===== src/rtl/fg_reset_pkg.sv =====
// ----------------------------------------------------------------------------
// fg_reset_pkg
// Shared definitions for the function-generator reset sequencer: the
// sequencer state encoding, default sizing constants and the width of the
// lock-loss event counter.
// ----------------------------------------------------------------------------
package fg_reset_pkg;

  typedef enum logic [2:0] {
    HOLD,
    WAIT_STABLE,
    RELEASE,
    RUN,
    FAULT
  } fg_state_e;

  localparam int NSTAGE_DEF     = 4;
  localparam int STABLE_CYC_DEF = 64;
  localparam int GAP_CYC_DEF    = 16;
  localparam int LOCKCNT_W      = 8;

endpackage


===== src/rtl/fg_sync2.sv =====
// ----------------------------------------------------------------------------
// fg_sync2
// Two flip-flop synchronizer for a single asynchronous level.
// Ports:
//   clk_i  - destination clock
//   rst_i  - asynchronous active-high reset, both flops clear to 0
//   d_i    - asynchronous input level
//   q_o    - synchronized level, two clk_i edges of latency
// ----------------------------------------------------------------------------
module fg_sync2 (
  input  logic clk_i,
  input  logic rst_i,
  input  logic d_i,
  output logic q_o
);

  logic meta_q;

  always_ff @(posedge clk_i or posedge rst_i) begin
    if (rst_i) begin
      meta_q <= 1'b0;
      q_o    <= 1'b0;
    end else begin
      meta_q <= d_i;
      q_o    <= meta_q;
    end
  end

endmodule


===== src/rtl/fg_reset_sequencer.sv =====
// ----------------------------------------------------------------------------
// fg_reset_sequencer
// Staged reset-release sequencer. Synchronizes the generator reset request
// and PLL lock, waits until both have been high for STABLE_CYC cycles, then
// releases the active-low stage resets one at a time, GAP_CYC cycles apart,
// bit 0 first. A reset request returns everything to HOLD; a lock loss once
// releasing has begun enters FAULT for GAP_CYC cycles and is counted.
// Ports:
//   CLK          - system clock
//   RESET        - asynchronous active-high block reset
//   Fg_RESETn    - generator reset request, active-low, asynchronous
//   PllLocked    - PLL lock indicator, asynchronous
//   StageRESETn  - per-stage active-low resets (registered)
//   SeqDone      - high while every stage is released (registered)
//   LockLossCnt  - saturating count of lock-loss events (registered)
// ----------------------------------------------------------------------------
module fg_reset_sequencer
  import fg_reset_pkg::*;
#(
  parameter int NSTAGE     = NSTAGE_DEF,
  parameter int STABLE_CYC = STABLE_CYC_DEF,
  parameter int GAP_CYC    = GAP_CYC_DEF
) (
  input  logic                 CLK,
  input  logic                 RESET,
  input  logic                 Fg_RESETn,
  input  logic                 PllLocked,
  output logic [NSTAGE-1:0]    StageRESETn,
  output logic                 SeqDone,
  output logic [LOCKCNT_W-1:0] LockLossCnt
);

  localparam int STAB_W = $clog2(STABLE_CYC) + 1;
  localparam int GAP_W  = $clog2(GAP_CYC) + 1;
  localparam int IDX_W  = $clog2(NSTAGE) + 1;

  logic rstn_s;
  logic lock_s;

  fg_sync2 u_sync_rstn (
    .clk_i (CLK),
    .rst_i (RESET),
    .d_i   (Fg_RESETn),
    .q_o   (rstn_s)
  );

  fg_sync2 u_sync_lock (
    .clk_i (CLK),
    .rst_i (RESET),
    .d_i   (PllLocked),
    .q_o   (lock_s)
  );

  fg_state_e             state_q, state_d;
  logic [STAB_W-1:0]     stab_q, stab_d;
  logic [GAP_W-1:0]      gap_q, gap_d;
  logic [IDX_W-1:0]      idx_q, idx_d;
  logic [NSTAGE-1:0]     stage_q, stage_d;
  logic                  done_q, done_d;
  logic [LOCKCNT_W-1:0]  llc_q, llc_d;

  always_ff @(posedge CLK or posedge RESET) begin
    if (RESET) begin
      state_q <= HOLD;
      stab_q  <= '0;
      gap_q   <= '0;
      idx_q   <= '0;
      stage_q <= '0;
      done_q  <= 1'b0;
      llc_q   <= '0;
    end else begin
      state_q <= state_d;
      stab_q  <= stab_d;
      gap_q   <= gap_d;
      idx_q   <= idx_d;
      stage_q <= stage_d;
      done_q  <= done_d;
      llc_q   <= llc_d;
    end
  end

  // gap_q is a down-counter shared by RELEASE (cycles to next release) and
  // FAULT (remaining hold); zero on RELEASE entry releases bit 0 at once.
  always_comb begin
    state_d = state_q;
    stab_d  = stab_q;
    gap_d   = gap_q;
    idx_d   = idx_q;
    stage_d = stage_q;
    done_d  = done_q;
    llc_d   = llc_q;

    unique case (state_q)
      HOLD: begin
        stage_d = '0;
        done_d  = 1'b0;
        if (rstn_s && lock_s) begin
          state_d = WAIT_STABLE;
          stab_d  = '0;
        end
      end

      WAIT_STABLE: begin
        if (!(rstn_s && lock_s)) begin
          state_d = HOLD;
        end else if (stab_q == STAB_W'(STABLE_CYC - 1)) begin
          state_d = RELEASE;
          idx_d   = '0;
          gap_d   = '0;
        end else begin
          stab_d = stab_q + STAB_W'(1);
        end
      end

      RELEASE, RUN: begin
        // A reset request wins over a simultaneous lock loss and is not counted.
        if (!rstn_s) begin
          state_d = HOLD;
          stage_d = '0;
          done_d  = 1'b0;
        end else if (!lock_s) begin
          state_d = FAULT;
          stage_d = '0;
          done_d  = 1'b0;
          gap_d   = GAP_W'(GAP_CYC - 1);
          if (llc_q != '1) begin
            llc_d = llc_q + LOCKCNT_W'(1);
          end
        end else if (state_q == RELEASE) begin
          if (gap_q == '0) begin
            for (int k = 0; k < NSTAGE; k++) begin
              if (idx_q == IDX_W'(k)) begin
                stage_d[k] = 1'b1;
              end
            end
            if (idx_q == IDX_W'(NSTAGE - 1)) begin
              state_d = RUN;
              done_d  = 1'b1;
            end else begin
              idx_d = idx_q + IDX_W'(1);
              gap_d = GAP_W'(GAP_CYC - 1);
            end
          end else begin
            gap_d = gap_q - GAP_W'(1);
          end
        end
      end

      FAULT: begin
        // Hold is fixed length; a reset request cannot shorten it.
        stage_d = '0;
        done_d  = 1'b0;
        if (gap_q == '0) begin
          state_d = HOLD;
        end else begin
          gap_d = gap_q - GAP_W'(1);
        end
      end

      default: begin
        state_d = HOLD;
        stage_d = '0;
        done_d  = 1'b0;
      end
    endcase
  end

  assign StageRESETn = stage_q;
  assign SeqDone     = done_q;
  assign LockLossCnt = llc_q;

endmodule

===== config.mk =====
export PLATFORM = sky130hd
export DESIGN_NAME = fg_reset_sequencer
export DESIGN_NICKNAME = d
export VERILOG_FILES = /design/src/rtl/fg_reset_pkg.sv /design/src/rtl/fg_sync2.sv /design/src/rtl/fg_reset_sequencer.sv
export SDC_FILE = /design/constraint.sdc
export NUM_CORES = 1
export LEC_CHECK = 0
export BUFFER_PORTS_ARGS = -buffer_cell sky130_fd_sc_hd__buf_2
export CORE_MARGIN = 2
export CORE_UTILIZATION = 47
export DETAILED_ROUTE_END_ITERATION = 12
export GPL_TIMING_DRIVEN = 1
export PLACE_DENSITY = 0.75
export SLEW_MARGIN = 20
export SYNTH_ARGS = -nofsm -noshare
export SYNTH_HDL_FRONTEND = slang
export SYNTH_SLANG_ARGS = --single-unit

===== constraint.sdc =====
create_clock -name CLK -period 1.9 [get_ports CLK]
set_clock_uncertainty 0.15 [all_clocks]
set_input_delay 0 -clock CLK [delete_from_list [all_inputs] [get_ports CLK]]
set_output_delay 0 -clock CLK [all_outputs]
set_load 0.1 [all_outputs]

==> results_dict.tcl, run 1 <==
set metrics [dict create \
    cp-start-kind "flip-flop" \
    irDropWorstVdd_mv 0.400 \
    drc 0 \
    place_congestion 0.843 \
    startpoint "gap_q[0]" \
    die_w_microns 65.2 \
    ant_nets 0 \
    final_cell_mix "25 x dfrtp_1, 25 x buf_4, 18 x nor2_1, 16 x buf_2, 11 x o21ai_0" \
    arrival_ns 2.11 \
    wl_per_cell_microns 13.2 \
    rsz0062_at_grt "true" \
    htree_levels 2 \
    timing.hold.worst.class "in -> async" \
    dieArea_sq_um 4250 \
    cts_made_buffers 5 \
    nNetsFinal 237 \
    final_cell_area_sq_um 2300 \
    syn_avg_cell_area_sq_um 9.84 \
    syn_to_final_growth_pct 30.4 \
    setup_slack_ns -0.147 \
    antenna_cells 0 \
    netlist_area_sq_um 1760 \
    clock_sinks 34 \
    failed_checks "setup timing" \
    core_area_sq_um 3630 \
    place_hpwl_mm 2.54 \
    routed_wl_mm 3.61 \
    clk-insertion-delay-late_ns 0.29 \
    cts_tree "done" \
    initial_core_util_pct 48.5 \
    grt_max_degree 35 \
    setup_viol 11 \
    synth_cell_types 42 \
    total_power_uw 1440 \
    crit_required_ns 1.96 \
    ios 17 \
    grt_first_pass_wirelength_mm 6.13 \
    tightest_slew_ns 0.492 \
    clk_pin_slew_ns 0.07 \
    grt_pass1_vias 1377 \
    grt_use_total_pct 18.9 \
    cts.path.max_buffers 2 \
    syn_inst 179 \
    synth.net_count 191 \
    ys_seq_elements 34 \
    vias_per_cell 5.16 \
    post-route-util_pct 63.2 \
    vias 1413 \
    r2r-start "gap_q[0]" \
    die_h_microns 65.2 \
    tns_ns -0.707 \
    endpoint_kind "flip-flop" \
    min_period_ns 2.05 \
    antenna_found_initial 0 \
    p_per_area_nw_per_um2 626 \
    slew_violations 0 \
    power_leakage_uw 0.00104 \
    cts_root_buf "clkbuf_8" \
    cap_violations 0 \
    overflow 0 \
    outcome "finished with violations" \
    hold_viol 0 \
    drive_gt1_share_pct 35.0 \
    path_class "reg -> reg" \
    cp_max_fo 3 \
    finalCritPeriodShare_pct 108 \
    fmax_ghz 0.489 \
    rows 22 \
    yosysSeqAreaShare_pct 48.3 \
    place_area_sq_um 2090 \
    relSlewSlack_pct 67.4 \
    synth_warnings 0 \
    drt_iter0_drc 29 \
    io_buffers 16 \
    drt_first_pass_iters 6 \
]
flip-flops by register name (all words and copies together), names as in the netlist, 3 cells and up:
name,flops
LockLossCnt,8
StageRESETn,4
gap_q,5
idx_q,3
stab_q,7
state_q,3
worst paths after layout:
path,cells after the start,slack [ns],endpoint
min in group CLK,0,0.20,u_sync_rstn.q_o
min,4,0.19,state_q[0]
max,7,-0.15,idx_q[2]
max in group asynchronous,4,1.08,LockLossCnt[0]
max reg2reg,7,-0.15,idx_q[2]
min reg2reg,0,0.20,u_sync_rstn.q_o
worst max-delay path: stages (launching register included):
cell and delay (ns):
dfrtp_1 0.39, inv_2 0.07, ha_4 0.13, or4b_4 0.48, o41ai_4 0.22, o21ai_1 0.12
nor2_2 0.22, mux2i_1 0.20
cell usage after synthesis (all sizes together):
| library cell | count | share of area [%] |
|---|---|---|
| dfrtp | 34 | 48 |
| nor2 | 21 | 4.6 |
| a21oi | 13 | 3.7 |
| o21ai | 12 | 3.4 |
| inv | 11 | 2.3 |
| nand2 | 9 | 1.9 |
| ha | 8 | 5.7 |
| nand3 | 8 | 2.3 |
| xnor2 | 7 | 3.5 |
| nand2b | 6 | 2.1 |
| and3 | 4 | 1.4 |
| nor3 | 4 | 1.1 |
| buf | 3 | 1.1 |
| mux2i | 3 | 1.7 |
| nand3b | 3 | 1.3 |
| nor2b | 3 | 1.1 |
| o31ai | 3 | 1.3 |
| xor2 | 3 | 1.5 |
| clkbuf | 2 | 0.43 |
| mux2 | 2 | 1.3 |
| nand4 | 2 | 0.71 |
| or3b | 2 | 0.99 |
| a2111oi | 1 | 0.50 |
| a211o | 1 | 0.50 |
| a211oi | 1 | 0.43 |
| a21boi | 1 | 0.43 |
| a22o | 1 | 0.50 |
| a311oi | 1 | 0.50 |
| a31oi | 1 | 0.36 |
| and2 | 1 | 0.36 |
| nand4b | 1 | 0.50 |
| nor4b | 1 | 0.50 |
| o21a | 1 | 0.43 |
| o221ai | 1 | 0.50 |
| o22ai | 1 | 0.71 |
| o41ai | 1 | 0.92 |
| or3 | 1 | 0.36 |
| or4b | 1 | 0.78 |
metrics by stage:
step	instances	hold WS, ns	setup slack (ns)
final	274	0.193	-0.147
after global routing	274	0.204	-0.236
after CTS	271	0.195	-0.142
after detailed placement	258	-0.0403	-0.142
after global placement	258	-0.0409	-0.107
after floorplan	179	-0.119	-0.0839
final cells by class:
cell class | instances | area (sq um)
clock buffer | 7 | 86.3
timing repair buffer | 44 | 298
sequential | 34 | 867
multi-input combinational | 129 | 940
inverter | 11 | 41.3
fill | 327 | 1340
clock inverter | 1 | 5.00
tap | 48 | 60.1
power breakdown:
| group | total, uW | internal (uW) | switching (uW) |
|---|---|---|---|
| Combinational | 132 | 39.1 | 92.6 |
| Sequential | 756 | 740 | 15.6 |
| Clock | 550 | 292 | 258 |
logic make-up after synthesis:
group	after synthesis	share of synthesized area, %
AO/OA/AOI/OAI	39	14.1
XOR/XNOR	10	4.97
multiplexers	5	2.98
flip-flops	34	48.3
adder cells (fa/ha/maj)	8	5.68
buffers and inverters	16	3.91
AND/OR/NAND/NOR	67	20.0
layer usage:
metal | global-route usage (%) | routed length (microns) | part of all wire, %
met5 | 0 | 0 | 0
met1 | 24.7 | 1820 | 50
met2 | 30.1 | 1660 | 46
met4 | 6.77 | 51 | 1.4
met3 | 5.14 | 87 | 2.4
what timing repair did:
action | 4_1_cts | 5_1_grt
pin swaps | 2 | 7
cloned | 0 | 0
endpoints found under the hold margin | 36 | 0
setup buffers | 2 | 3
gates resized for setup | 0 | 11
endpoints found under the setup margin | 12 | 15
hold buffers | 3 | 0
No activity file was read; power rests on OpenSTA's default activity.
==> run 2: changes to the inputs <==
--- a/config.mk
+++ b/config.mk
@@ -10,7 +10,7 @@
 export CORE_UTILIZATION = 47
 export DETAILED_ROUTE_END_ITERATION = 12
 export GPL_TIMING_DRIVEN = 1
-export PLACE_DENSITY = 0.75
+export PLACE_DENSITY = 0.68
 export SLEW_MARGIN = 20
 export SYNTH_ARGS = -nofsm -noshare
 export SYNTH_HDL_FRONTEND = slang
==> results_dict.tcl, run 2 (same netlist as run 1, synthesis figures left out) <==
set metrics [dict create \
    final_cell_mix "26 x dfrtp_1, 20 x buf_4, 19 x nor2_1, 16 x buf_2, 11 x o21ai_0" \
    p_int_uw 1040 \
    clk_pin_slew_ns 0.07 \
    cp_cell_sequence "inv_2 > ha_4 > or4b_4 > o41ai_2 > o21ai_1 > nor2_2 > mux2i_1" \
    switching_share_pct 25.6 \
    die_w_microns 65.2 \
    power_leakage_uw 0.00103 \
    timing.hold.worst.class "in -> async" \
    die_h_microns 65.2 \
    outcome "finished with violations" \
    clock_sinks 34 \
    initial_core_util_pct 48.5 \
    power_frac_comb_pct 9.6 \
    ios 17 \
    drc 0 \
    p_per_area_nw_per_um2 623 \
    cts_made_buffers 5 \
    final_common_cell "dfrtp_1" \
    critical-path-top-delay-family "simple AND/OR/NAND/NOR gates" \
    largest_reg_flops 8 \
    crit_required_ns 1.96 \
    finalCritPeriodShare_pct 106 \
    final_cell_area_sq_um 2250 \
    slew_violations 0 \
    grt_pass1_vias 1509 \
    drive_gt1_share_pct 31.7 \
    cpPeakStageDelay_ns 0.47 \
    drt_first_pass_iters 4 \
    htree_levels 2 \
    vias_per_cell 5.33 \
    wl_per_cell_microns 14.1 \
    core_area_sq_um 3630 \
    irDropWorstVdd_mv 0.577 \
    grt_max_degree 27 \
    switchingPower_uw 358 \
    cts_root_buf "clkbuf_8" \
    path_class "reg -> reg" \
    cp-start-kind "flip-flop" \
    fmax_ghz 0.495 \
    syn_to_final_growth_pct 27.5 \
    seqPwrFrac_pct 54.0 \
    grt_first_pass_wirelength_mm 6.83 \
    routed_wl_mm 3.80 \
    overflow 0 \
    setup_slack_ns -0.119 \
    io_buffers 16 \
    clkPwrFrac_pct 36.4 \
    setup_viol 10 \
    failed_checks "setup timing" \
    place_congestion 0.885 \
    rsz0062_at_grt "true" \
    drt_iter0_drc 54 \
    min_period_ns 2.02 \
    rows 22 \
    cts_tree "done" \
    ant_nets 0 \
    critPathBufInv 1 \
    antenna_found_initial 0 \
    cp_max_fo 3 \
    tns_ns -0.639 \
    relSlewSlack_pct 67.4 \
    vias 1435 \
    cts.path.max_buffers 2 \
    grt_use_total_pct 20.7 \
    dieArea_sq_um 4250 \
    place_area_sq_um 2080 \
    nNetsFinal 232 \
    tightest_slew_ns 0.492 \
    clk-insertion-delay-late_ns 0.29 \
    antenna_cells 0 \
    worst_path_max_delay_cell "or4b_4" \
    endpoint_kind "flip-flop" \
    hold_viol 0 \
    place_hpwl_mm 2.78 \
    arrival_ns 2.08 \
    cap_violations 0 \
]
## run 2: layout make-up
class / count / area [sq um]
fill: 322 / 1390
multi-input combinational: 129 / 938
sequential: 34 / 866
timing repair buffer: 39 / 260
clock buffer: 8 / 80.1
tap: 48 / 60.1
inverter: 11 / 41.3
## run 2: worst paths after layout
| kind | startpoint | to | slack, ns | cells past startpoint |
|---|---|---|---|---|
| setup / recovery | gap_q[0] | idx_q[2] | -0.12 | 7 |
| hold / removal | RESET | LockLossCnt[7] | 0.08 | 3 |
| min in group CLK | u_sync_rstn.meta_q | u_sync_rstn.q_o | 0.20 | 0 |
| hold reg to reg | u_sync_rstn.meta_q | u_sync_rstn.q_o | 0.20 | 0 |
| max in group asynchronous | RESET | gap_q[2] | 0.87 | 4 |
| setup reg to reg | gap_q[0] | idx_q[2] | -0.12 | 7 |
## run 2: per-layer routing
layer / global-route usage, % / vias up / wire length [microns]
met3: 5.14 / 5 / 111
li1: - / 703 / -
met4: 6.25 / 0 / 46
met5: 0 / - / 0
met2: 34.7 / 33 / 1930
met1: 26.5 / 694 / 1720
## run 2: stage by stage
stage,hold slack [ns],utilization (%),setup WS [ns],std cells,power [uW]
detailed placement,-0.170,57.2,-0.177,256,897
global placement,-0.191,57.2,-0.106,256,893
CTS,0.0713,61.4,-0.105,269,1410
finish,0.0751,61.8,-0.119,269,1400
floorplan,-0.119,-,-0.0839,179,863
global route,0.0982,61.8,-0.217,269,1460
## run 2: worst register-to-register path, delay by kind of cell, from the launching register on
family	cells	cell delay [ns]
simple gates	2	0.67
flops	1	0.38
compound gates	2	0.33
mux	1	0.21
fa+ha+maj	1	0.14
buf+inv	1	0.07
## run 2: power groups by stage
stage	combinational, uW	clock (uW)	sequential, uW
after floorplan	65.0	0	798
after global placement	126	0	767
after detailed placement	129	0	768
after CTS	134	522	755
after global routing	145	554	758
final	134	509	755
## run 2: what timing repair did
action                     4_1_cts  5_1_grt
hold buffers                     3        0
resized for setup                6        3
setup buffers                    2        0
pin swaps                        3        2
hold endpoints to repair        36        0
setup endpoints to repair       12       12
